## src/rtl/cpu_pkg.sv

```systemverilog
// Shared CPU front-end types: fetch FSM states and the IF/ID record consumed by decode.
package cpu_pkg;

  localparam int          ADDR_W    = 32;
  localparam logic [31:0] NOP_INSTR = 32'h0000_0000;

  typedef enum logic [1:0] {
    BOOT    = 2'd0,
    RUN     = 2'd1,
    DISCARD = 2'd2
  } fetch_state_t;

  typedef struct packed {
    logic              valid;
    logic [ADDR_W-1:0] pc;
    logic [ADDR_W-1:0] pc_plus1;
    logic [31:0]       instr;
  } ifid_t;

endpackage

```

## src/rtl/ifid_reg.sv

```systemverilog
// IF/ID pipeline register. Hold has priority over load; with neither set it takes a bubble.
module ifid_reg
  import cpu_pkg::*;
#(
  parameter logic [31:0] BUBBLE_INSTR = cpu_pkg::NOP_INSTR
) (
  input  logic  clk,
  input  logic  rst_n,
  input  logic  load,
  input  logic  hold,
  input  ifid_t d,
  output ifid_t q
);

  always_ff @(posedge clk) begin
    if (!rst_n) begin
      q <= '{valid: 1'b0, pc: '0, pc_plus1: '0, instr: BUBBLE_INSTR};
    end else if (hold) begin
      q <= q;
    end else if (load) begin
      q <= d;
    end else begin
      // Bubble keeps the PC fields and only kills valid and the instruction word.
      q.valid <= 1'b0;
      q.instr <= BUBBLE_INSTR;
    end
  end

endmodule

```

## src/rtl/pc_fetch_stage.sv

```systemverilog
// Fetch stage: PC register, imem request/ready handshake, flush/stall handling and IF/ID load.
//
// state   | meaning
// --------+----------------------------------------------------------------
// BOOT    | first cycle after reset, no request issued
// RUN     | request at pc outstanding; accept, redirect or hold each cycle
// DISCARD | flushed while waiting; drop the old response, then go to redirect_pc
module pc_fetch_stage #(
  parameter int                ADDR_W    = 32,
  parameter logic [ADDR_W-1:0] RESET_PC  = '0,
  parameter logic [ADDR_W-1:0] PC_INC    = 1,
  parameter logic [31:0]       NOP_INSTR = 32'h0000_0000
) (
  input  logic              clk,
  input  logic              rst_n,
  input  logic [ADDR_W-1:0] next_pc,
  output logic [ADDR_W-1:0] pc_plus1,
  input  logic              flush,
  input  logic              stall,
  output logic              imem_req,
  output logic [ADDR_W-1:0] imem_addr,
  input  logic              imem_ready,
  input  logic [31:0]       imem_rdata,
  output logic              ifid_valid,
  output logic [ADDR_W-1:0] ifid_pc,
  output logic [ADDR_W-1:0] ifid_pc_plus1,
  output logic [31:0]       ifid_instr
);
  import cpu_pkg::*;

  fetch_state_t      state;
  logic [ADDR_W-1:0] pc;
  logic [ADDR_W-1:0] redirect_pc;
  logic              req;
  logic              ifid_load;
  logic              ifid_hold;
  ifid_t             ifid_d;
  ifid_t             ifid_q;

  assign pc_plus1  = pc + PC_INC;
  assign imem_addr = pc;
  assign imem_req  = req;

  always_ff @(posedge clk) begin
    if (!rst_n) begin
      state       <= BOOT;
      pc          <= RESET_PC;
      redirect_pc <= '0;
      req         <= 1'b0;
    end else begin
      case (state)
        BOOT: begin
          state <= RUN;
          req   <= 1'b1;
        end
        RUN: begin
          if (flush) begin
            if (imem_ready) begin
              pc <= next_pc;
            end else begin
              redirect_pc <= next_pc;
              state       <= DISCARD;
            end
          end else if (!stall && imem_ready) begin
            pc <= next_pc;
          end
        end
        DISCARD: begin
          // The in-flight read at the old pc must complete before pc may move.
          if (imem_ready) begin
            pc    <= flush ? next_pc : redirect_pc;
            state <= RUN;
          end else if (flush) begin
            redirect_pc <= next_pc;
          end
        end
        default: begin
          state <= BOOT;
          req   <= 1'b0;
        end
      endcase
    end
  end

  assign ifid_load = (state == RUN) && !flush && !stall && imem_ready;
  assign ifid_hold = (state != BOOT) && !flush && stall;
  assign ifid_d    = '{valid: 1'b1, pc: pc, pc_plus1: pc_plus1, instr: imem_rdata};

  ifid_reg #(
    .BUBBLE_INSTR(NOP_INSTR)
  ) u_ifid_reg (
    .clk  (clk),
    .rst_n(rst_n),
    .load (ifid_load),
    .hold (ifid_hold),
    .d    (ifid_d),
    .q    (ifid_q)
  );

  assign ifid_valid    = ifid_q.valid;
  assign ifid_pc       = ifid_q.pc;
  assign ifid_pc_plus1 = ifid_q.pc_plus1;
  assign ifid_instr    = ifid_q.instr;

endmodule

```

## config.mk

```make
export PLATFORM = sky130hd
export DESIGN_NAME = pc_fetch_stage
export DESIGN_NICKNAME = d
export VERILOG_FILES = /design/src/rtl/cpu_pkg.sv /design/src/rtl/ifid_reg.sv /design/src/rtl/pc_fetch_stage.sv
export SDC_FILE = /design/constraint.sdc
export NUM_CORES = 1
export LEC_CHECK = 0
export CORE_MARGIN = 2
export CORE_UTILIZATION = 46
export DETAILED_ROUTE_END_ITERATION = 7
export PLACE_DENSITY = 0.81
export SLEW_MARGIN = 20
export SYNTH_ARGS = -nofsm -noshare
export SYNTH_HDL_FRONTEND = slang
export SYNTH_SLANG_ARGS = --single-unit
export TNS_END_PERCENT = 100
```

## constraint.sdc

```tcl
create_clock -name clk -period 2.6 [get_ports clk]
set_clock_uncertainty 0.05 [all_clocks]
set_input_delay 0.52 -clock clk [delete_from_list [all_inputs] [get_ports clk]]
set_output_delay 0.52 -clock clk [all_outputs]
set_load 0.1 [all_outputs]
```

## Word-level counts from Yosys, hierarchy flattened

Cells that the tools add are included.

| operators by class | value |
|---|---|
| equality and inequality tests | 8 |
| add/sub/neg operators | 1 |
| reduce and logical (&&, ||, !) cells | 16 |
| bitwise logic cells | 1 |
| muxes and demuxes | 17 |

Operator list:

| operator | number |
|---|---|
| $mux W32 | 9 |
| $pmux W32 S2 | 2 |
| $add A32 B1 Y32 const B | 1 |
| $ne A2 B2 Y1 const B | 4 |
| $reduce_and A4 Y1 | 2 |
| $logic_and A1 B1 Y1 | 6 |
| $mux W2 | 3 |
| $ne A3 B3 Y1 const B | 2 |
| $pmux W2 S3 | 1 |
| $reduce_bool A2 Y1 | 2 |
| $reduce_and A3 Y1 | 1 |
| $eq A2 B1 Y1 const B | 1 |
| $eq A2 B2 Y1 const B | 1 |
| $logic_not A1 Y1 | 2 |
| $logic_not A2 Y1 | 1 |
| $pmux W1 S2 | 1 |
| $reduce_and A2 Y1 | 1 |
| $reduce_or A2 Y1 | 1 |
| $mux W1 | 1 |
| $not A1 Y1 | 1 |

| storage, ports and cells | value |
|---|---|
| bits of input ports | 69 |
| word-level logic and storage cells | 51 |
| register bits | 164 |

## Logic depth before layout (Yosys ltp)

Gate-level depths: netlist of run 1.

| depth | value |
|---|---|
| depth after elaboration | 5 |
| depth in mapped cells | 9 |
| depth with buffers taken out | 6 |

## By module

A second synthesis of run 1 with hierarchy kept.

| second synthesis, totals | value |
|---|---|
| cell total of the unflattened synthesis | 823 |
| area, all modules | 7328.3 sq um |

By module, submodules not included:

| module | cells an instance | area an instance (sq um) | seq. area each (sq um) | instances |
|---|---|---|---|---|
| ifid_reg | 426 | 3833.7 | 1941.9 | 1 |
| pc_fetch_stage | 397 | 3494.6 | 1341.3 | 1 |

## Worst setup path before layout of run 1

Ideal clock, no wire load.

| path | value |
|---|---|
| kind | register to output |
| from | register pc[1], in the netlist imem_addr[1] |
| to | output port pc_plus1[21] |
| slack | -1.981 ns |
| required time | 2.030 ns |
| arrival | 4.011 ns |
| cell stages (with the launch flop) | 7 |
| cell sequence | dfxtp_1 > nand4_2 > or4_1 > buf_2 > buf_2 > or2_1 > xnor2_1 |

| between the ends | value |
|---|---|
| longest elaborated chain between the ends | 1 |

Ends and longest elaborated chain:

| what | RTL line | RTL |
|---|---|---|
| start, declared | pc_fetch_stage.sv:32 | `logic [ADDR_W-1:0] pc;` |
| start signal, assigned | pc_fetch_stage.sv:59 | `pc <= next_pc;` |
| start signal, assigned | pc_fetch_stage.sv:65 | `pc <= next_pc;` |
| start signal, assigned | pc_fetch_stage.sv:71 | `pc <= flush ? next_pc : redirect_pc;` |
| $add A32 B1 Y32 | pc_fetch_stage.sv:40 | `assign pc_plus1 = pc + PC_INC;` |
| end, declared | pc_fetch_stage.sv:17 | `output logic [ADDR_W-1:0] pc_plus1,` |

No other way between the ends.

## Final worst setup path of run 1

| path | value |
|---|---|
| from | register pc[14], in the netlist imem_addr[14] |
| to | output port pc_plus1[31] |

Same word-level chain as after synthesis.

==> flow_summary.ini, run 1 <==
[status]
status = complete, but fails checks
violations = setup timing

[cts]
clock_sinks = 164
clk_pin_slew_ns = 0.06
cts_tree = yes
cts-htree-levels = 4
cts_made_buffers = 17
clk_latency_ns = 0.42
holdBufCountCts = 0
root_buffer = clkbuf_16
clk_path_buf_depth = 2

[sta]
tns_ns = -3.445
rsz0062_at_grt = yes
fin_crit_ns = 2.951
fin_crit_sh_pct = 113.5
worst_slack_ns = -0.3512
setup_viol = 19
tightestPinTransition_ns = 0.6352
relSlewSlack_pct = 57.66
fmax_mhz = 338.8
final-hold-violation-count = 0
report.final.slew_viol_count = 0

[critical_path]
r2r-end = u_ifid_reg.q[52]$_SDFFE_PN0P_
crit_top_cell = buf_12
slowest_delay_ns = 0.59
cp.arrival_ns = 2.38
crit_type = reg2out
cp_top_family = simple AND/OR/NAND/NOR gates
path_cells = nand4_1, or4_4, buf_12, or4b_4, nand2_4, buf_12
worst_path_max_delay_cell = or4_4
crit_required_ns = 2.03
rr_worst_depth = 7
cp-end-kind = output port
critPathMaxFanout = 7
path_buf_inv = 2
r2r-start = state[1]$_SDFFE_PN0P_
r2r_slack_ns = 0.35
crit_path_start_kind = register

[placement]
port_buffers = 230
place.gp.congestion = 0.7631
dp_hpwl_um = 14090

[finish]
antenna_cells = 0
final_util_pct = 76.75
area_growth_pct = 64.31
drive_gt1_share_pct = 35.85
final_nets = 1135
fillers = 993

[synthesis]
synth_cells = 800
synth_commonest_cells = dfxtp_1 (164), nand2_1 (158), nor2_1 (81), a21oi_1 (68), clkbuf_1 (61)
syn_area_per_cell_sq_um = 8.422
yosysTopAreaCell = dfxtp_1
yosysMostFrequentCell = dfxtp_1
ys_seq_area_share_pct = 48.73
netlist_area_sq_um = 6738
ys_seq_elements = 164
synth.area.top_cells = dfxtp_1 (49%), nand2_1 (8.8%), a21oi_1 (5.1%), mux2i_1 (5.1%), nor2_1 (4.5%)
synth.top_cell.area_share_pct = 48.73
synthArstFlopShare_pct = 0
synth-edff-count = 0
ys.warnings.count = 0
synth_flop_cell = dfxtp_1
yosysUniqueCellTypes = 40
syn-num-nets = 874

[route]
final_antenna_net_count = 0
drt_iter0_markers = 588
drc = 0
wirelength_um = 21530
routedWlPerCell_um = 17.11
viasPerCell = 5.498
via_count = 6916
drt_pass1_iterations = 6

[floorplanning]
die_w_um = 125.0
ios = 231
core-area_sq_um = 14420
rows = 44
initial_core_util_pct = 46.71
fp.dieH_um = 125.0
dieArea_sq_um = 15630

[min_path]
hold_path_depth = 2
hold_end = redirect_pc[1]$_SDFFE_PN0P_
hp-class = reg2reg
min-delay-start = redirect_pc[1]$_SDFFE_PN0P_

[global_routing]
grt_pass1_wl_um = 33800
grt_pass1_vias = 6516
grtUsageTotal_pct = 26.54
antenna_found_initial = 0
grt_max_degree = 68
overflow = 0

[power_and_ir_drop]
power_density_nw_per_um2 = 1066
power.leakage_nw = 4.658
vdd_drop_max_mv = 0.4813

[run]
max_cap_viol_count = 0
cells by family after synthesis:
logic type / after synthesis / share of synthesized area (%)
xor+xnor: 18 / 2.340
mux: 34 / 5.051
buf+inv: 74 / 4.160
compound gates: 198 / 18.76
fa+ha+maj: 5 / 0.9285
simple gates: 307 / 20.04
flops: 164 / 48.73
how the worst max path moves through the flow:
stage,startpoint,end,depth (start not counted)
6_report,imem_addr[14]$_SDFFE_PN0P_,pc_plus1[31],6
5_1_grt,imem_addr[13]$_SDFFE_PN0P_,pc_plus1[31],6
4_1_cts,imem_addr[14]$_SDFFE_PN0P_,pc_plus1[31],6
3_5_place_dp,imem_addr[3]$_SDFFE_PN0P_,pc_plus1[31],6
3_3_place_gp,imem_addr[3]$_SDFFE_PN0P_,pc_plus1[31],6
2_1_floorplan,imem_addr[1]$_SDFFE_PN0P_,pc_plus1[21],6
area by class of cell:
class | count | area (sq um) | area share [%]
clock buffers | 22 | 464.2 | 4.193
clock inverters | 10 | 130.1 | 1.175
inverters | 8 | 32.53 | 0.2939
multi-input cells | 562 | 3836 | 34.65
flip-flops and latches | 164 | 3383 | 30.56
well taps | 184 | 230.2 | 2.080
repair buffers | 308 | 2994 | 27.05
where the power goes:
group	switching [mW]	total, mW	internal [mW]
Clock	0.994	2.55	1.56
Combinational	4.25	6.02	1.77
Sequential	0.351	3.24	2.89
repair_timing:
action,4_1_cts,5_1_grt
endpoints found under the setup margin,20,22
setup buffers,17,14
hold endpoints to repair,0,0
pin swaps,32,22
cloned,1,0
gates resized for setup,36,24
through the flow:
stage | total power, mW | worst slack [ns] | cell area [sq um] | hold WS, ns | instances
finish | 11.81 | -0.3512 | 11070 | 0.4022 | 1258
global route | 12.21 | -0.4030 | 11070 | 0.4182 | 1258
CTS | 11.74 | -0.3701 | 10900 | 0.4037 | 1247
detailed placement | 9.138 | -0.006014 | 9996 | 0.3956 | 1197
global placement | 9.077 | 0.005022 | 9996 | 0.3906 | 1197
floorplan | 7.404 | -0.4546 | 7328 | 0.3857 | 800
routing by layer:
layer	part of all wire [%]	global-route usage, %
met1	42	34.15
met3	7.4	6.162
met2	48	43.61
met4	3.2	10.00
met5	0	0
registers in the layout, indices dropped and copies added (netlist names):
name and count:
imem_addr 32, imem_req 1, redirect_pc 32, state 2
u_ifid_reg.q 97
cells in the final DEF (no fill, tap or decap), drive strengths merged, types with 6 or more instances in the layout:
| master | Yosys | final |
|---|---|---|
| clkdlybuf4s50 | 0 | 68 |
| a21oi | 68 | 68 |
| nand2 | 158 | 158 |
| nor2 | 81 | 81 |
| or3 | 7 | 7 |
| o21ai | 30 | 30 |
| nor3 | 10 | 10 |
| nand4 | 13 | 13 |
| clkinv | 0 | 6 |
| inv | 8 | 9 |
| o21ba | 8 | 8 |
| dfxtp | 164 | 164 |
| clkbuf | 61 | 22 |
| buf | 5 | 240 |
| a211oi | 36 | 36 |
| a31oi | 13 | 13 |
| nand3 | 8 | 8 |
| a22oi | 32 | 32 |
| xnor2 | 11 | 11 |
| mux2i | 34 | 34 |
| xor2 | 7 | 7 |
| and4 | 6 | 6 |
worst min-delay path: cells and delay by family (launching register included):
family | cells | cell delay (ns)
flops | 1 | 0.31
compound gates | 1 | 0.05
simple gates | 1 | 0.05
No activity file was read; power rests on OpenSTA's default activity.
==> inputs of run 2 (changes only) <==
--- a/config.mk
+++ b/config.mk
@@ -8,6 +8,8 @@
 export CORE_MARGIN = 2
 export CORE_UTILIZATION = 46
 export DETAILED_ROUTE_END_ITERATION = 7
+export HOLD_SLACK_MARGIN = 0.03
+export MAX_ROUTING_LAYER = met4
 export PLACE_DENSITY = 0.81
 export SLEW_MARGIN = 20
 export SYNTH_ARGS = -nofsm -noshare
==> flow_summary.ini, run 2 (synthesis gave the netlist of run 1 again) <==
[critical_path]
critPathMaxFanout = 7
rr_worst_depth = 7
crit_top_cell = buf_12
r2r-start = state[1]$_SDFFE_PN0P_
crit_required_ns = 2.03
worst_path_max_delay_cell = or4_4
cp_top_family = simple AND/OR/NAND/NOR gates
r2r_slack_ns = 0.33
endpoint = pc_plus1[31]
r2r-end = u_ifid_reg.q[52]$_SDFFE_PN0P_
crit_type = reg2out
crit_path_start_kind = register
slowest_delay_ns = 0.59
path_depth = 6
cp-end-kind = output port
path_buf_inv = 2
crit_start = imem_addr[14]$_SDFFE_PN0P_
path_cells = nand4_1, or4_4, buf_12, or4b_4, nand2_4, buf_12
cp.arrival_ns = 2.38

[placement]
placed_area_sq_um = 9996
place_inst = 1197
dpl_worst_slack_ns = -0.006014
dp_hpwl_um = 14090
port_buffers = 230
place.gp.congestion = 0.7732

[power_and_ir_drop]
p_sw_mw = 5.589
pwr-share-clk_pct = 21.6
vdd_drop_max_mv = 0.4821
comb_power_share_pct = 51.0
power.total_mw = 11.80
p_seq_share_pct = 27.4
p_int_mw = 6.212
switching_share_pct = 47.36
power.leakage_nw = 4.658
power_density_nw_per_um2 = 1066

[sta]
setup_viol = 19
report.final.slew_viol_count = 0
fmax_mhz = 338.7
fin_crit_ns = 2.952
holdWs_ns = 0.4025
worst_slack_ns = -0.3521
rsz0062_at_grt = yes
relSlewSlack_pct = 56.49
tightestPinTransition_ns = 0.6526
fin_crit_sh_pct = 113.5
final-hold-violation-count = 0
tns_ns = -3.427

[finish]
final_cell_area_sq_um = 11070
final_common_cell = buf_4
top_register = u_ifid_reg.q
final_util_pct = 76.75
final_cell_mix = buf_4 (192), nand2_1 (142), dfxtp_1 (134), nor2_1 (79)
final_nets = 1135
area_growth_pct = 64.31
largest_reg_flops = 97
drive_gt1_share_pct = 35.85
final_cells = 1258
antenna_cells = 0

[floorplanning]
initial_core_util_pct = 46.71
rows = 44
ios = 231
die_w_um = 125.0
core-area_sq_um = 14420
fp.dieH_um = 125.0
dieArea_sq_um = 15630

[run]
max_cap_viol_count = 0

[route]
via_count = 6913
wirelength_um = 21590
viasPerCell = 5.495
final_antenna_net_count = 0
drc = 0
routedWlPerCell_um = 17.16
drt_pass1_iterations = 7
drt_iter0_markers = 536

[cts]
cts-htree-levels = 4
holdBufCountCts = 0
cts_made_buffers = 17
clk_latency_ns = 0.42
clk_path_buf_depth = 2
clock_sinks = 164
root_buffer = clkbuf_16
cts_tree = yes
clk_pin_slew_ns = 0.06

[global_routing]
grt_max_degree = 68
antenna_found_initial = 0
grtUsageTotal_pct = 27.31
overflow = 0
grt_pass1_wl_um = 33730
grt_pass1_vias = 6516

[status]
violations = setup timing
status = complete, but fails checks

[min_path]
hp-class = reg2reg
[run 2: area by class of cell]
type | count | area, sq um
inverters | 8 | 32.53
clock buffers | 22 | 464.2
clock inverters | 10 | 130.1
multi-input cells | 562 | 3836
repair buffers | 308 | 2994
fillers | 993 | 3353
flip-flops and latches | 164 | 3383
well taps | 184 | 230.2
[run 2: power groups by stage]
stage | Sequential, mW | Combinational (mW) | Clock (mW)
3_5_place_dp | 3.26 | 5.88 | 0
2_1_floorplan | 4.93 | 2.47 | 0
6_report | 3.24 | 6.02 | 2.55
4_1_cts | 3.22 | 5.94 | 2.58
5_1_grt | 3.28 | 6.23 | 2.70
3_3_place_gp | 3.24 | 5.84 | 0
[run 2: metal layers]
layer / vias up / GRT usage [%] / share of wire, %
met4: 0 / 10.00 / 2.9
met3: 49 / 5.306 / 6.4
met1: 3243 / 34.62 / 42
li1: 3322 / - / -
met5: - / - / 0
met2: 299 / 43.61 / 48
[run 2: how the worst min path moves through the flow]
| stage | to | start | cells past startpoint | slack, ns |
|---|---|---|---|---|
| 6_report | redirect_pc[1]$_SDFFE_PN0P_ | redirect_pc[1]$_SDFFE_PN0P_ | 2 | 0.40 |
| 3_5_place_dp | redirect_pc[28]$_SDFFE_PN0P_ | redirect_pc[28]$_SDFFE_PN0P_ | 2 | 0.40 |
| 3_3_place_gp | redirect_pc[8]$_SDFFE_PN0P_ | redirect_pc[8]$_SDFFE_PN0P_ | 2 | 0.39 |
| 5_1_grt | redirect_pc[27]$_SDFFE_PN0P_ | redirect_pc[27]$_SDFFE_PN0P_ | 2 | 0.42 |
| 4_1_cts | redirect_pc[28]$_SDFFE_PN0P_ | redirect_pc[28]$_SDFFE_PN0P_ | 2 | 0.40 |
| 2_1_floorplan | redirect_pc[0]$_SDFFE_PN0P_ | redirect_pc[0]$_SDFFE_PN0P_ | 2 | 0.39 |
[run 2: timing repair]
| item | 4_1_cts | 5_1_grt |
|---|---|---|
| pin swaps | 32 | 22 |
| gates cloned | 1 | 0 |
| endpoints found under the setup margin | 20 | 22 |
| buffers inserted | 17 | 14 |
| gates resized for setup | 36 | 24 |
[run 2: worst min-delay path: cells and delay by family, from the launching register on]
| family | cells | cell delay (ns) |
|---|---|---|
| AOI/OAI and AO/OA | 1 | 0.05 |
| DFF | 1 | 0.31 |
| and+or+nand+nor | 1 | 0.05 |
==> inputs of run 3 (changes only) <==
--- a/config.mk
+++ b/config.mk
@@ -7,6 +7,7 @@
 export LEC_CHECK = 0
 export CORE_MARGIN = 2
 export CORE_UTILIZATION = 46
+export CTS_CLUSTER_SIZE = 24
 export DETAILED_ROUTE_END_ITERATION = 7
 export HOLD_SLACK_MARGIN = 0.03
 export MAX_ROUTING_LAYER = met4
==> results of run 3 <==
The final DEF is identical to that of run 2; final timing and power are the same.
